==> src/rtl/exc_vector_seq.sv <==
// Exception vector sequencer: save EPC, address vector byte, wait MEM_LAT, load PC (EXC_CAUSE_REG_EN keeps causeOut after exit).
// Latency: busy for 2+MEM_LAT cycles from the edge that accepts a request; PC write in the last busy cycle.
// Backpressure: none accepted; requests arriving while busy are dropped, and busy stalls the control unit.
module exc_vector_seq #(
  parameter int unsigned MEM_LAT = 2,
  parameter logic [31:0] EPC_ADJ = 32'd4
) (
  input  logic        clk,
  input  logic        reset_n,
  input  logic        excOpcode,
  input  logic        excOverflow,
  input  logic        excDivZero,
  input  logic [31:0] pcOut,
  input  logic [31:0] memData,
  output logic [2:0]  excIordmux,
  output logic [31:0] epcOut,
  output logic        epcWrite,
  output logic [31:0] pcExcValue,
  output logic        pcSrcExc,
  output logic        pcWrite,
  output logic        busy,
  output logic [1:0]  causeOut
);

  typedef enum logic [1:0] {IDLE, SAVE, WAIT, LOAD} state_t;

  localparam logic [2:0] LAT = 3'(MEM_LAT);

  state_t      state_q, state_d;
  logic [2:0]  cnt_q, cnt_d;
  logic [2:0]  sel_q, sel_d;
  logic [1:0]  cause_q, cause_d;
  logic        busy_q, busy_d;
  logic        epc_we_q, epc_we_d;
  logic        pc_we_q, pc_we_d;

  logic [1:0]  req_cause;
  logic [2:0]  req_sel;

  // Only the low byte of memory data carries the vector.
  logic        unused_mem_hi;
  assign unused_mem_hi = ^memData[31:8];

  always_comb begin
    req_cause = 2'd0;
    req_sel   = 3'b000;
    if (excOpcode) begin
      req_cause = 2'd1;
      req_sel   = 3'b011;
    end else if (excOverflow) begin
      req_cause = 2'd2;
      req_sel   = 3'b100;
    end else if (excDivZero) begin
      req_cause = 2'd3;
      req_sel   = 3'b101;
    end
  end

  // Strobes are computed one cycle ahead so they leave the block straight from flops.
  always_comb begin
    state_d  = state_q;
    cnt_d    = cnt_q;
    sel_d    = sel_q;
    cause_d  = cause_q;
    busy_d   = busy_q;
    epc_we_d = 1'b0;
    pc_we_d  = 1'b0;
    case (state_q)
      IDLE: begin
        if (req_cause != 2'd0) begin
          state_d  = SAVE;
          sel_d    = req_sel;
          cause_d  = req_cause;
          busy_d   = 1'b1;
          epc_we_d = 1'b1;
        end
      end
      SAVE: begin
        cnt_d = LAT;
        if (LAT != 3'd0) begin
          state_d = WAIT;
        end else begin
          state_d = LOAD;
          pc_we_d = 1'b1;
        end
      end
      WAIT: begin
        cnt_d = cnt_q - 3'd1;
        if (cnt_q == 3'd1) begin
          state_d = LOAD;
          pc_we_d = 1'b1;
        end
      end
      LOAD: begin
        state_d = IDLE;
        busy_d  = 1'b0;
        sel_d   = 3'b000;
`ifdef EXC_CAUSE_REG_EN
        cause_d = cause_q;
`else
        cause_d = 2'd0;
`endif
      end
      default: state_d = IDLE;
    endcase
  end

  always_ff @(posedge clk or negedge reset_n) begin
    if (!reset_n) begin
      state_q  <= IDLE;
      cnt_q    <= 3'd0;
      sel_q    <= 3'b000;
      cause_q  <= 2'd0;
      busy_q   <= 1'b0;
      epc_we_q <= 1'b0;
      pc_we_q  <= 1'b0;
    end else begin
      state_q  <= state_d;
      cnt_q    <= cnt_d;
      sel_q    <= sel_d;
      cause_q  <= cause_d;
      busy_q   <= busy_d;
      epc_we_q <= epc_we_d;
      pc_we_q  <= pc_we_d;
    end
  end

  assign excIordmux = sel_q;
  assign busy       = busy_q;
  assign epcWrite   = epc_we_q;
  assign epcOut     = epc_we_q ? (pcOut - EPC_ADJ) : 32'd0;
  assign pcWrite    = pc_we_q;
  assign pcSrcExc   = pc_we_q;
  assign pcExcValue = pc_we_q ? {24'd0, memData[7:0]} : 32'd0;
  assign causeOut   = cause_q;

endmodule

==> config.mk <==
export PLATFORM = sky130hd
export DESIGN_NAME = exc_vector_seq
export DESIGN_NICKNAME = d
export VERILOG_FILES = /design/src/rtl/exc_vector_seq.sv
export SDC_FILE = /design/constraint.sdc
export NUM_CORES = 1
export LEC_CHECK = 0
export CAP_MARGIN = 20
export CORE_MARGIN = 2
export CORE_UTILIZATION = 35
export CTS_BUF_LIST = sky130_fd_sc_hd__clkbuf_8
export DETAILED_ROUTE_END_ITERATION = 12
export PLACE_DENSITY_LB_ADDON = 0.05
export SLEW_MARGIN = 20
export SYNTH_ARGS = -nofsm -noshare
export SYNTH_HDL_FRONTEND = slang
export SYNTH_SLANG_ARGS = --single-unit
export TNS_END_PERCENT = 30
==> constraint.sdc <==
create_clock -name clk -period 6.7 [get_ports clk]
set_clock_uncertainty 0.15 [all_clocks]
set_input_delay 1.34 -clock clk [delete_from_list [all_inputs] [get_ports clk]]
set_output_delay 1.34 -clock clk [all_outputs]
set_load 0.03 [all_outputs]
==> results of run 1 <==
==> power breakdown <==
part           total (mW)  internal, mW  switching [mW]
clock network      0.0661        0.0403          0.0258
registers           0.120        0.0927          0.0276
logic               0.502         0.204           0.298
==> worst max-delay path, cell delays in order <==
cell,delay [ps]
clkdlybuf4s50_1,480
or4_4,550
or4_1,530
or4_1,530
a21oi_1,150
clkdlybuf4s50_1,730
==> worst max-delay path by stage <==
stage	start	to	slack (ps)
after floorplan	pcOut[24]	epcOut[30]	1790
after global placement	pcOut[22]	epcOut[30]	900
after detailed placement	pcOut[22]	epcOut[30]	910
after CTS	pcOut[22]	epcOut[30]	900
after global routing	pcOut[2]	epcOut[22]	700
final	pcOut[22]	epcOut[30]	900
==> cells by family (layout without fill, tap and decap cells) <==
logic type,count (synthesis),after routing,share of synthesized area
mux,5,5,0.0329
flops,11,11,0.177
buf+inv,45,110,0.174
simple gates,93,93,0.340
fa+ha+maj,7,7,0.0562
xor+xnor,10,10,0.0562
other cells,1,24,0.00241
compound gates,42,42,0.161
==> registers in the layout, summed over array words and instances, names as in the netlist <==
signal	cells
state_q	2
cnt_q	3
busy	1
excIordmux	2
causeOut	1
pcSrcExc	1
epcWrite	1
==> cells in the final DEF (no fill, tap or decap), types with 9 or more instances in the layout <==
cell,instances
a21oi_1,17
and2_1,11
clkdlybuf4s50_1,93
conb_1,24
dfrtp_1,11
inv_1,10
nand2_1,15
nor2_1,20
o21ai_0,10
o31ai_1,10
or4_1,9
==> stage by stage <==
step	instances	power (mW)	hold WS (ps)	cell area (um2)
floorplan	237	0.439	350	1640
global placement	350	0.623	353	2430
detailed placement	350	0.623	360	2430
CTS	354	0.694	382	2470
global route	354	0.735	405	2470
finish	354	0.688	372	2470
==> final cells by class <==
class / count / share of cell area
multi-input cells: 181 / 0.444
clock inverters: 1 / 0.00152
inverters: 10 / 0.0152
well taps: 52 / 0.0263
flip-flops and latches: 11 / 0.111
repair buffers: 96 / 0.385
clock buffers: 3 / 0.0167
==> metal layers <==
layer / wire (um) / track usage / up-vias
met2: 1850 / 0.247 / 73
met4: 41 / 0.0377 / 0
li1: - / - / 881
met3: 282 / 0.0199 / 5
met5: 0 / 0 / -
met1: 2040 / 0.236 / 787
==> key figures, run 1 <==
Synthesis
  • Mapped cell area: 1560 um2
  • Synth top area share: 0.177
  • Top FF cell, synth: dfrtp_1
  • Synth area leaders: dfrtp_1 (18%), buf_4 (13%), ha_1 (5.6%)
  • Leading area contributor after synthesis: dfrtp_1
  • Yosys reg bits: 11
  • Async S/R FF share, synth: 1.00
  • Number of synthesized flops with an enable pin: 0
  • Yosys warnings: 0
  • Post-synth cell types: 41
  • Synth top cells by count: buf_4 (27), nor2_1 (20), a21oi_1 (17), nand2_1 (15)
  • Most common cell in the netlist: buf_4
  • Syn avg cell area: 7.28 um2
  • Cells after Synth: 214
  • Register area share after synthesis: 0.177

Timing
  • Count of pins over their slew limit: 0
  • Final min period: 5800 ps
  • Least-Margin Pin Slew: 743 ps
  • Setup_tns: 0 ps
  • Fin. Hold Viols: 0
  • Final setup violation count: 0
  • Final setup margin: 898 ps
  • RSZ-0062 raised after global routing: false
  • Slew margin rel.: 0.502
  • Max Clk Rate: 0.172 GHz
  • Period utilization: 0.866

Place
  • Final HPWL DP: 3.29 mm
  • Setup WS pre-CTS: 915 ps
  • # port buffers: 93
  • Placer Congestion: 0.792

CTS
  • Clock Tree Buf Depth: 2
  • PostCTS Resize Cnt: 0
  • Hold Buf Count CTS: 0
  • H-tree levels: 1
  • Skew-Pair Late Insertion Delay: 240 ps
  • TritonCTS Sinks: 11
  • Setup Fix Bufs, Post-CTS: 0
  • Inserted Clock Buffers: 3
  • Clock Root Buffer: clkbuf_8
  • CTS tree: built
  • Clock slew at reported path FFs: 50 ps

Final layout
  • Post-layout nets: 379
  • Fin util: 0.572
  • Ant diodes: 0
  • Multi-input combinational cell area: 1100 um2
  • Fill cell count: 402
  • Layout cells sized above 1: 0.0497
  • Reg area: 275 um2
  • Synthesis-to-finish area growth: 58.8%

Min path
  • Worst hold start: excIordmux[1]
  • Hold WC Path Type: reg2reg
  • Worst hold endpoint: excIordmux[1]
  • Min-Delay Path Depth: 2

Global routing
  • Total track usage: 0.160
  • First-pass GRT wire length: 6.75 mm
  • Vias in the first global route: 1459
  • Largest net degree at the start of global routing: 27
  • Initial antenna violation count: 0
  • GRT overflow: 0

Power
  • Peak supply drop: 0.226 mV
  • PwrDens: 278 nW/um2
  • Lkg Pwr: 0.926 nW

Floorplanning
  • Chip width: 70.7 um
  • Rows: 24
  • Starting Density: 0.360
  • Total die area: 5000 um2
  • Core area: 4320 um2
  • Io pins: 142
  • Height of the die: 70.7 um

Critical path
  • Data required, critical path: 5210 ps
  • Worst R2R Start: state_q[0]
  • CP endpoint kind: output pin
  • Crit path DAT: 4310 ps
  • Worst r2r path cells: 5
  • Crit path kind: in2out
  • CP max FO: 7
  • Worst R2R End: state_q[1]
  • Setup slack, reg-to-reg: 4970 ps
  • Critical Path Start Type: primary input

Run
  • Max-cap viol count: 0

Status
  • Status: complete, no violations

Routing
  • Routed vias/inst: 4.93
  • Remaining DRCs: 0
  • Vias: 1746
  • First-pass DRT Iterations: 4
  • Number of nets still failing antenna checks after routing: 0
  • Avg WL per Cell: 11.9 um
  • Initial DRC Count: 51
  • Routed wire length: 4.22 mm
(Power assumes the default switching activity.)
==> run 2: changes to the inputs <==
--- a/config.mk
+++ b/config.mk
@@ -5,9 +5,10 @@
 export SDC_FILE = /design/constraint.sdc
 export NUM_CORES = 1
 export LEC_CHECK = 0
+export ABC_AREA = 1
 export CAP_MARGIN = 20
 export CORE_MARGIN = 2
-export CORE_UTILIZATION = 35
+export CORE_UTILIZATION = 37
 export CTS_BUF_LIST = sky130_fd_sc_hd__clkbuf_8
 export DETAILED_ROUTE_END_ITERATION = 12
 export PLACE_DENSITY_LB_ADDON = 0.05
==> key figures, run 2 <==
Status
  • Status: complete, no violations

Global routing
  • Total track usage: 0.190
  • Vias in the first global route: 1830
  • Largest net degree at the start of global routing: 18
  • Initial antenna violation count: 0
  • First-pass GRT wire length: 8.16 mm
  • GRT overflow: 0

Place
  • # port buffers: 93
  • Dpl cells: 454
  • Final HPWL DP: 4.44 mm
  • Placer Congestion: 0.898
  • Area of placed instances: 2660 um2

Final layout
  • Most frequent cells in the layout: clkdlybuf4s50_1 (93), nor2_1 (72), nand2_1 (70)
  • Max reg flops: 3
  • Layout cells sized above 1: 0.0718
  • Final cell count without fillers: 458
  • Synthesis-to-finish area growth: 51.2%
  • Most common cell after layout, fill and taps aside: clkdlybuf4s50_1
  • Ant diodes: 0
  • Final Cell Area: 2710 um2
  • Biggest register: cnt_q
  • Post-layout nets: 481

Power
  • Sw frac: 0.515
  • Power Total: 0.664 mW
  • Sw Pwr: 0.342 mW
  • Clock network fraction of total power: 0.098
  • PwrDens: 245 nW/um2
  • Comb pwr share: 0.717
  • Internal Pwr Total: 0.322 mW
  • Sequential share of power: 0.185
  • Lkg Pwr: 1.20 nW
  • Peak supply drop: 0.202 mV

CTS
  • Setup Fix Bufs, Post-CTS: 0
  • H-tree levels: 1
  • PostCTS Resize Cnt: 0
  • Clock Root Buffer: clkbuf_8
  • Inserted Clock Buffers: 3
  • Skew-Pair Late Insertion Delay: 240 ps
  • Hold Buf Count CTS: 0
  • CTS tree: built
  • Clock Tree Buf Depth: 2
  • Clock slew at reported path FFs: 50 ps
  • TritonCTS Sinks: 11

Synthesis
  • Yosys reg bits: 11
  • Synth area leaders: dfrtp_1 (15%), nor2_1 (15%), nand2_1 (15%)
  • Leading area contributor after synthesis: dfrtp_1
  • Top FF cell, synth: dfrtp_1
  • Syn avg cell area: 5.70 um2
  • Compound-Gate Fraction of Synth Area: 0.105
  • Number of synthesized flops with an enable pin: 0
  • Synth top area share: 0.154
  • Async S/R FF share, synth: 1.00
  • Most common cell in the netlist: nor2_1
  • Largest family of logic cells by synthesized area: simple AND/OR/NAND/NOR gates
  • Post-Synth Simple-Gate Area: 0.438
  • Synth top cells by count: nor2_1 (72), nand2_1 (70), inv_1 (39), buf_4 (27), nor2_2 (14)
  • Yosys warnings: 0
  • Cells after Synth: 314
  • Multiplexer area fraction after synthesis: 0
  • Adder-Cell Fraction of Synth Area: 0.0490
  • Post-synth cell types: 27
  • Mapped cell area: 1790 um2
  • Register area share after synthesis: 0.154
  • Synth Area in XOR/XNOR: 0.0441

Floorplanning
  • Height of the die: 73.5 um
  • Starting Density: 0.381
  • Rows: 25
  • Io pins: 142
  • Total die area: 5410 um2
  • Chip width: 73.5 um
  • Core area: 4690 um2

Timing
  • Count of pins over their slew limit: 0
  • Final hold slack: 326 ps
  • Period utilization: 0.745
  • Final min period: 4990 ps
  • RSZ-0062 raised after global routing: false
  • Final setup violation count: 0
  • Fin. Hold Viols: 0
  • Max Clk Rate: 0.200 GHz
  • Slew margin rel.: 0.651
  • Setup_tns: 0 ps
  • Least-Margin Pin Slew: 524 ps

Critical path
  • Crit path DAT: 3500 ps
  • CP max FO: 5
  • CP endpoint kind: output pin
  • Data required, critical path: 5210 ps
  • Critical Path Start Type: primary input
  • Crit path kind: in2out

Routing
  • Number of nets still failing antenna checks after routing: 0
  • Initial DRC Count: 59
  • Avg WL per Cell: 11.3 um
  • Routed wire length: 5.17 mm
  • First-pass DRT Iterations: 4
  • Routed vias/inst: 4.49
  • Vias: 2055
  • Remaining DRCs: 0

Min path
  • Hold WC Path Type: reg2reg

Run
  • Max-cap viol count: 0
[run 2: cell types whose count changed in the layout (fill, tap and decap cells not counted), sizes merged, moves of 10 or more]
cell / before / now
nor2: 20 / 88
nand2: 15 / 76
inv: 10 / 42
or4: 12 / 0
and2: 11 / 0
o31ai: 10 / 0
[run 2: per-stage QoR]
step,setup slack (ps),utilization
after detailed placement,1700,0.567
after global placement,1720,0.567
after floorplan,2570,-
final,1710,0.577
after CTS,1700,0.577
after global routing,1550,0.577
[run 2: power groups by stage]
stage / combinational [mW] / clock (mW) / sequential, mW
6_report: 0.476 / 0.0652 / 0.123
5_1_grt: 0.520 / 0.0689 / 0.128
3_3_place_gp: 0.475 / 0 / 0.123
2_1_floorplan: 0.290 / 0 / 0.140
3_5_place_dp: 0.478 / 0 / 0.125
4_1_cts: 0.481 / 0.0674 / 0.124
[run 2: final cells by class]
cell class                 instances  area, um2
timing repair buffer              93        931
multi-input combinational        254       1230
sequential                        11        275
clock buffer                       3       41.3
fill                             481       1990
clock inverter                     1       3.75
inverter                          42        158
tap                               54       67.6
[run 2: final timing paths]
kind / from / end / slack [ps] / cells after the start
min in group asynchronous: reset_n / excIordmux[0] / 1290 / 1
max reg2reg: state_q[0] / excIordmux[1] / 5170 / 6
min reg2reg: cnt_q[2] / pcSrcExc / 330 / 1
max in group asynchronous: reset_n / state_q[1] / 4780 / 1
max: pcOut[2] / epcOut[18] / 1710 / 9
min: cnt_q[2] / pcSrcExc / 330 / 1
[run 2: cell families after synthesis]
family	Yosys count
AO/OA/AOI/OAI	34
XOR/XNOR	9
adder cells (fa/ha/maj)	7
buffers and inverters	72
flip-flops	11
other	1
AND/OR/NAND/NOR	180
[run 2: layer usage]
| metal | GRT usage | up-vias | wire length [um] |
|---|---|---|---|
| met2 | 0.343 | 69 | 2590 |
| met5 | 0 | - | 0 |
| met1 | 0.226 | 881 | 2140 |
| li1 | - | 1097 | - |
| met3 | 0.0288 | 8 | 358 |
| met4 | 0.0687 | 0 | 83 |
[run 2: critical path: stages]
cell and delay, ps:
clkdlybuf4s50_1 430, inv_2 100, ha_1 240, nand2_1 150, nor2_2 220, nand2_1 90, xor2_1 140, nor2_1 90
clkdlybuf4s50_1 690
==> run 3: changes to the inputs <==
--- a/config.mk
+++ b/config.mk
@@ -8,7 +8,7 @@
 export ABC_AREA = 1
 export CAP_MARGIN = 20
 export CORE_MARGIN = 2
-export CORE_UTILIZATION = 37
+export CORE_UTILIZATION = 34
 export CTS_BUF_LIST = sky130_fd_sc_hd__clkbuf_8
 export DETAILED_ROUTE_END_ITERATION = 12
 export PLACE_DENSITY_LB_ADDON = 0.05
==> constraint.sdc (replaced) <==
create_clock -name clk -period 5.1 [get_ports clk]
set_clock_uncertainty 0.15 [all_clocks]
set_input_delay 1.02 -clock clk [delete_from_list [all_inputs] [get_ports clk]]
set_output_delay 1.02 -clock clk [all_outputs]
set_load 0.03 [all_outputs]
==> key figures, run 3 (synthesis gave the netlist of run 2 again) <==
Status
  • Status: complete, no violations

Final layout
  • Fin util: 0.534
  • Layout cells sized above 1: 0.0718
  • Most frequent cells in the layout: clkdlybuf4s50_1 (93), nor2_1 (72), nand2_1 (70)
  • Most common cell after layout, fill and taps aside: clkdlybuf4s50_1
  • Max reg flops: 3
  • Post-layout nets: 481
  • Final Cell Area: 2730 um2
  • Synthesis-to-finish area growth: 52.3%
  • Multi-input combinational cell area: 1230 um2
  • Biggest register: cnt_q
  • Fill cell count: 562
  • Reg area: 275 um2
  • Ant diodes: 0
  • Final cell count without fillers: 474

Routing
  • Routed wire length: 5.13 mm
  • Vias: 2049
  • First-pass DRT Iterations: 4
  • Routed vias/inst: 4.32
  • Avg WL per Cell: 10.8 um
  • Remaining DRCs: 0
  • Initial DRC Count: 50
  • Number of nets still failing antenna checks after routing: 0

Timing
  • Count of pins over their slew limit: 0
  • Least-Margin Pin Slew: 546 ps
  • Setup_tns: 0 ps
  • Max Clk Rate: 0.232 GHz
  • Slew margin rel.: 0.636
  • Final hold slack: 327 ps
  • Final min period: 4320 ps
  • RSZ-0062 raised after global routing: false
  • Final setup margin: 781 ps
  • Final setup violation count: 0
  • Period utilization: 0.847
  • Fin. Hold Viols: 0

Power
  • Peak supply drop: 0.359 mV
  • Power Total: 0.872 mW
  • Lkg Pwr: 1.20 nW
  • PwrDens: 320 nW/um2

Place
  • Placer Congestion: 0.938
  • # port buffers: 93
  • Final HPWL DP: 4.37 mm
  • Dpl cells: 470
  • Area of placed instances: 2680 um2
  • Setup WS pre-CTS: 770 ps

Floorplanning
  • Core area: 5110 um2
  • Total die area: 5860 um2
  • Rows: 26
  • Starting Density: 0.350
  • Chip width: 76.5 um
  • Height of the die: 76.5 um
  • Io pins: 142

Critical path
  • Critical Path Start Type: primary input
  • Critical-path cell list: clkdlybuf4s50_1 -> inv_2 -> ha_1 -> inv_1 -> nor2_2 -> inv_1 -> o21bai_1 -> nand2_1 -> nor2_1 -> clkdlybuf4s50_1
  • CP max FO: 5
  • CP max-delay cell: clkdlybuf4s50_1
  • CP peak stage delay: 690 ps
  • Crit path DAT: 3150 ps
  • Data required, critical path: 3930 ps
  • CP endpoint kind: output pin
  • Crit path kind: in2out

Global routing
  • First-pass GRT wire length: 8.78 mm
  • Total track usage: 0.181
  • GRT overflow: 0
  • Largest net degree at the start of global routing: 18
  • Initial antenna violation count: 0
  • Vias in the first global route: 1943

CTS
  • Setup Fix Bufs, Post-CTS: 0
  • H-tree levels: 1
  • Inserted Clock Buffers: 3
  • Hold Buf Count CTS: 0
  • Clock Root Buffer: clkbuf_8
  • CTS tree: built
  • Clock Tree Buf Depth: 2
  • TritonCTS Sinks: 11
  • PostCTS Resize Cnt: 0
  • Clock slew at reported path FFs: 50 ps
  • Skew-Pair Late Insertion Delay: 240 ps

Run
  • Max-cap viol count: 0

Min path
  • Hold WC Path Type: reg2reg
==> run 3: critical path: cells and delay by family <==
| family | cells | cell delay [ps] |
|---|---|---|
| adders and majority gates | 1 | 230 |
| AOI/OAI and AO/OA | 1 | 130 |
| and+or+nand+nor | 3 | 360 |
| buffers and inverters | 5 | 1410 |
==> run 3: area by class of cell <==
type | instances | area share
repair buffers | 93 | 0.342
flip-flops and latches | 11 | 0.101
multi-input cells | 254 | 0.451
clock inverters | 1 | 0.00138
clock buffers | 3 | 0.0152
inverters | 42 | 0.0579
well taps | 70 | 0.0321
==> run 3: path summary, 6_finish.rpt <==
check / endpoint / depth (start not counted) / start / slack, ps
setup / recovery: epcOut[24] / 10 / pcOut[2] / 780
hold / removal: pcSrcExc / 1 / cnt_q[2] / 330
setup reg to reg: excIordmux[1] / 6 / state_q[0] / 3580
hold reg to reg: pcSrcExc / 1 / cnt_q[2] / 330
max in group asynchronous: state_q[0] / 1 / reset_n / 3500
min in group asynchronous: excIordmux[1] / 1 / reset_n / 970
==> run 3: per-layer routing <==
| metal | vias to the layer above | global-route usage | wire length [um] |
|---|---|---|---|
| met2 | 68 | 0.338 | 2600 |
| li1 | 1101 | - | - |
| met1 | 871 | 0.207 | 2110 |
| met5 | - | 0 | 0 |
| met3 | 9 | 0.0225 | 311 |
| met4 | 0 | 0.0709 | 115 |
==> run 3: power by group <==
| part | leakage [nW] | switching (mW) | internal [mW] |
|---|---|---|---|
| sequential | 0.136 | 0.0372 | 0.124 |
| clock | 0.0269 | 0.0321 | 0.0528 |
| combinational | 1.03 | 0.380 | 0.246 |
| total | 1.20 | 0.449 | 0.423 |
